--- config.mk ---
export PLATFORM = sky130hd
export DESIGN_NAME = div_ctrl
export DESIGN_NICKNAME = d
export VERILOG_FILES = /design/src/rtl/div_ctrl.sv
export SDC_FILE = /design/constraint.sdc
export NUM_CORES = 1
export LEC_CHECK = 0
export CAP_MARGIN = 0
export CORE_MARGIN = 4
export CORE_UTILIZATION = 41
export CTS_CLUSTER_SIZE = 24
export DETAILED_ROUTE_END_ITERATION = 10
export PLACE_DENSITY = 0.88
export SYNTH_ARGS = -nofsm -noshare
export SYNTH_HDL_FRONTEND = slang
export SYNTH_SLANG_ARGS = --single-unit
--- constraint.sdc ---
create_clock -name clk -period 5.65 [get_ports clk]
set_clock_uncertainty 0.15 [all_clocks]
set_input_delay 0.565 -clock clk [delete_from_list [all_inputs] [get_ports clk]]
set_output_delay 0.565 -clock clk [all_outputs]
set_load 0.01 [all_outputs]
--- src/rtl/div_ctrl.sv ---
// EX-stage sequencer for the multi-cycle divider.
// Issues div/divu, stalls until done, writes HI/LO.
module div_ctrl #(
    parameter int TIMEOUT = 40
) (
    input  logic        clk,
    input  logic        rst,
    input  logic        ex_div_valid,
    input  logic        ex_div_signed,
    input  logic [31:0] ex_a,
    input  logic [31:0] ex_b,
    input  logic        ex_stall_in,
    input  logic        flush,
    input  logic        div_done,
    input  logic [31:0] div_quotient,
    input  logic [31:0] div_remainder,
    output logic        div_start,
    output logic        div_sign,
    output logic [31:0] div_a,
    output logic [31:0] div_b,
    output logic        stall_req,
    output logic        hilo_we,
    output logic [31:0] hi_out,
    output logic [31:0] lo_out,
    output logic        div_err
);

    localparam int CW = $clog2(TIMEOUT);

    typedef enum logic [1:0] {
        IDLE,
        RUN,
        HOLD
    } state_t;

    state_t        state;
    logic [CW-1:0] cnt;
    logic          go;
    logic          issue;
    logic          zero_op;

    assign go      = ex_div_valid & ~flush;
    assign issue   = go & (ex_b != 32'd0);
    assign zero_op = go & (ex_b == 32'd0);

    // Stall drops in the done cycle so EX advances with the write.
    always_comb begin
        stall_req = 1'b0;
        case (state)
            IDLE:    stall_req = issue;
            RUN:     stall_req = ~div_done;
            default: stall_req = 1'b0;
        endcase
    end

    always_ff @(posedge clk or negedge rst) begin
        if (!rst) begin
            state     <= IDLE;
            cnt       <= '0;
            div_start <= 1'b0;
            div_sign  <= 1'b0;
            div_a     <= 32'd0;
            div_b     <= 32'd0;
            hilo_we   <= 1'b0;
            hi_out    <= 32'd0;
            lo_out    <= 32'd0;
            div_err   <= 1'b0;
        end else begin
            hilo_we <= 1'b0;
            case (state)
                IDLE: begin
                    if (issue) begin
                        state     <= RUN;
                        cnt       <= '0;
                        div_start <= 1'b1;
                        div_sign  <= ex_div_signed;
                        div_a     <= ex_a;
                        div_b     <= ex_b;
                    end else if (zero_op) begin
                        state   <= HOLD;
                        hilo_we <= 1'b1;
                        hi_out  <= ex_a;
                        lo_out  <= 32'hFFFF_FFFF;
                    end
                end
                RUN: begin
                    cnt <= cnt + CW'(1);
                    if (flush) begin
                        state     <= IDLE;
                        div_start <= 1'b0;
                    end else if (div_done) begin
                        state     <= HOLD;
                        div_start <= 1'b0;
                        hilo_we   <= 1'b1;
                        hi_out    <= div_remainder;
                        lo_out    <= div_quotient;
                    end else if (cnt == CW'(TIMEOUT - 1)) begin
                        // Hung divider: abort like a flush and flag it.
                        state     <= IDLE;
                        div_start <= 1'b0;
                        div_err   <= 1'b1;
                    end
                end
                HOLD: begin
                    if (flush || !ex_stall_in) begin
                        state <= IDLE;
                    end
                end
                default: state <= IDLE;
            endcase
        end
    end

endmodule
# == Yosys cells after proc, flatten, opt, wreduce, memory -nomap -nowiden ==
# Index checks and enable logic that the tools add are counted.
# totals
reg_bits,140
latchBits,0
ram_bits,0
mem_bits_ro,0
input_bits,135
out_inout_bits,133
elab_cells,69
n_memories,0
# op_classes
n_addsub,1
multipliers,0
n_div,0
magnitude_cmp,0
eq_ne,11
n_shift,0
n_mux,30
bitwise_logic,5
n_reduce_logical,12
# op_table
operator,n
$mux 32,8
$pmux 32 s2,2
$logic_not 32->1,1
$reduce_bool 32->1,1
$mux 2,6
$ne 2x2->1 const B,6
$pmux 6 s2,1
$mux 1,8
$add 6x1->6 const B,1
$eq 6x6->1 const B,1
$mux 6,1
$pmux 1 s2,3
$pmux 2 s3,1
$reduce_and 3->1,2
$reduce_and 5->1,1
$ne 4x4->1 const B,1
$reduce_and 2->1,2
$reduce_and 4->1,1
$and 1x1->1,3
$ne 3x3->1 const B,1
$eq 2x1->1 const B,1
$eq 2x2->1 const B,1
$logic_not 2->1,1
$not 1->1,2
3 further kinds,3

# == Logic depth before layout (Yosys ltp) ==
# logic_depth
word_depth,6
ltp_mapped,6
mapped_depth_nobuf,5

# == Least setup slack after synthesis ==
# No wires, ideal clock.
# synth_timing
kind,input to output
from,input ex_b[26]
to,output stall_req
arrival_ps,1756
t_required_ps,4935
slack_ps,3179
path_stages,6
path_buffers,2
cell_sequence,nor4_1 -> nand4_1 -> o21ai_2 -> buf_4 -> buf_6 -> o21ai_0
# synth_between
elab_chain_cells,3
# synth_rtl
element,line,text
from (decl),11,"input logic [31:0] ex_b,"
$reduce_bool 32->1,43,assign issue = go & (ex_b != 32'd0);
$and 1x1->1,43,
$pmux 1 s2,49,case (state)
to (decl),21,"output logic stall_req,"
# Every way passes these cells.

# == Final worst setup path ==
# layout_timing
from,input ex_b[24]
to,output stall_req
# Same word-level chain as after synthesis.

==> results.md <==
* Post-route DRC violation count at 0
* Initial antenna violation count at 0
* Synth Area per Inst at 11.81 µm²
* First-pass GRT wire length at 25720 µm
* Maximum VDD drop at 0.0002188 V
* Synth top area share at 0.5794
* IO Count at 268
* Fmax at 0.2863 GHz
* Peak fanout along the critical path at 3
* Number of global-route vias before repair at 4934
* Hold Violations, Final at 0
* Ys Warns at 0
* Initial DRC count at 237
* Post-place setup slack at 1.897 ns
* Fillers at 1123
* Slowest CP cell: clkdlybuf4s50_1
* Drt first pass iters at 4
* WP depth at 6
* Critical path class: primary input to output pin
* Clock Path Buffers at 2
* # rows at 44
* CP endpoint kind: output pin
* Area leader, netlist: dfrtp_1
* Slew headroom at 0.3095
* Inst Count DP at 941
* Post-cts resize count at 0
* Grt ovf at 0
* Detailed Place HPWL at 11800 µm
* Die height at 129.4 µm
* Commonest cells after routing, fill and taps aside: clkdlybuf4s50_1, dfrtp_1, nand2_1
* Clock tree sinks at 140
* H-tree Lvls at 4
* DRT antenna net count at 0
* Finish-stage setup viols at 0
* IO buf count at 267
* Hold_buf cts at 0
* Worst hold path type: primary input to async pin
* Crit-path most repeated cell: clkdlybuf4s50_1
* Vias at 4754
* Post-Route WL at 16780 µm
* Core footprint at 0.01448 mm²
* Buf/Inv on CP at 2
* Clock root cell: clkbuf_16
* Synth Instances at 512
* Area delta synth->final at 55.45%
* Layout net count at 912
* Largest net degree at the start of global routing at 86
* Slew of the pin with the lowest slew margin at 1.036 ns
* Slew Viols, Final at 0
* Ant. Diodes at 0
* CTS tree: yes
* Worst Path Required at 4.93 ns
* Most common cell after layout, fill and taps aside: clkdlybuf4s50_1
* Setup ws final at 2.157 ns
* Gpl congestion at 0.7728
* Final min period at 3.493 ns
* Startpoint Class: primary input
* Non-Filler Instances at 971
* Worst path cell trace: clkdlybuf4s50_1, nor4_1, nand4_1, o21ai_4, o21ai_0, clkdlybuf4s50_1
* CP startpoint: ex_b[24]
* Placed Area at 0.008832 mm²
* Final core occ at 0.6492
* Slowest stage delay, CP at 0.55 ns
* Synth area leaders: dfrtp_1, mux2_2, nand2_1, mux2i_1, mux2_1
* WP data arrival at 2.78 ns
* Synthesized net count at 648
* Sum Neg Setup Slack at 0 ns
* Lkg Pwr at 4.159 nW
* Flop2flop setup slack at 2.81 ns
* CP Capture Point: stall_req
* Seq cells post-synth at 140
* CTS clk-pin slew, worst paths at 0.05 ns
* Status: finished, final reports clean
* CTS Buf Count at 17
* Library cells used by synthesis at 35
* Max Cap Viol at 0
* Die area at 0.01676 mm²
* Starting density of the core at 0.4176
* Final period utilization at 0.6182
* Share of cells above drive strength 1 at 0.1461
* Via density at 4.896
* GRT Total Usage at 0.1991
* R2r worst-path depth at 6
* Post-synthesis cell area at 0.006047 mm²
* PwrDens at 372.5 mW/mm²
* Die Width at 129.4 µm
* Clock Latency Late Sink at 0.41 ns
* Reg-to-Reg Start: state[0]
* RSZ-0062 raised after global routing: no
* Finished Cell Area at 0.009400 mm²
* Post-synthesis sequential area ratio at 0.5794
* Delay-heaviest family, CP: buffers and inverters
* Reg-to-Reg End: hi_out[10]
* Drt wl/cell at 17.28 µm
* Post-CTS setup buffer count at 0
==> final cells by class <==
| class | instances | area, µm² | share of cell area |
|---|---|---|---|
| well taps | 184 | 230.2 | 0.02449 |
| flip-flops and latches | 140 | 3503 | 0.3727 |
| clock buffers | 23 | 478.0 | 0.05085 |
| multi-input cells | 313 | 2267 | 0.2412 |
| clock inverters | 7 | 90.09 | 0.009583 |
| inverters | 32 | 120.1 | 0.01278 |
| repair buffers | 272 | 2711 | 0.2884 |
==> cell usage after synthesis (all sizes together) <==
cell type and n:
buf 15, nand4 2, mux2i 32, or3 1
a21o 1, o41ai 1, a31o 3, o31ai 1
dfrtp 140, inv 32, o21ai 6, mux2 97
nor4b 1, o22ai 1, o211a 1, nor4 9
o22a 1, nand2 104, nand2b 3, nand3b 2
nor3 3, o21a 1, nand3 3, nor2 36
ha 1, clkbuf 12, and3 1, nor2b 1
nand4b 1
==> how the worst min path moves through the flow <==
stage	endpoint	depth (start not counted)
4_1_cts	hi_out[5]	1
3_3_place_gp	div_err	1
2_1_floorplan	cnt[0]	0
6_report	hi_out[5]	1
3_5_place_dp	div_err	1
5_1_grt	hi_out[5]	1
==> cells by family after synthesis <==
| logic type | synth area share |
|---|---|
| AOI/OAI and AO/OA | 0.02152 |
| adders and majority gates | 0.002069 |
| buffers and inverters | 0.04862 |
| DFF | 0.5794 |
| muxes | 0.2336 |
| and+or+nand+nor | 0.1148 |
==> flip-flops by register name, summed over array words and instances, names as in the netlist <==
register	flops
cnt	6
div_a	32
div_b	32
div_err	1
div_sign	1
div_start	1
hi_out	32
hilo_we	1
lo_out	32
state	2
==> power breakdown <==
group	internal [W]	switching (W)
registers	0.00124	0.000128
clock network	0.000677	0.000395
logic	0.000647	0.000413
==> per-stage QoR <==
| stage | hold WS, ns | total power (W) |
|---|---|---|
| after floorplan | 0.1194 | 0.001771 |
| after global placement | 0.2893 | 0.002427 |
| after detailed placement | 0.2982 | 0.002458 |
| after CTS | 0.06820 | 0.003551 |
| after global routing | 0.08424 | 0.003683 |
| final | 0.04099 | 0.003502 |
==> per-layer routing <==
metal  share of wire  GRT usage
met1            0.39     0.2328
met2            0.49     0.3326
met3           0.095    0.07914
met4           0.019    0.07335
met5               0          0
(Power assumes the default switching activity.)
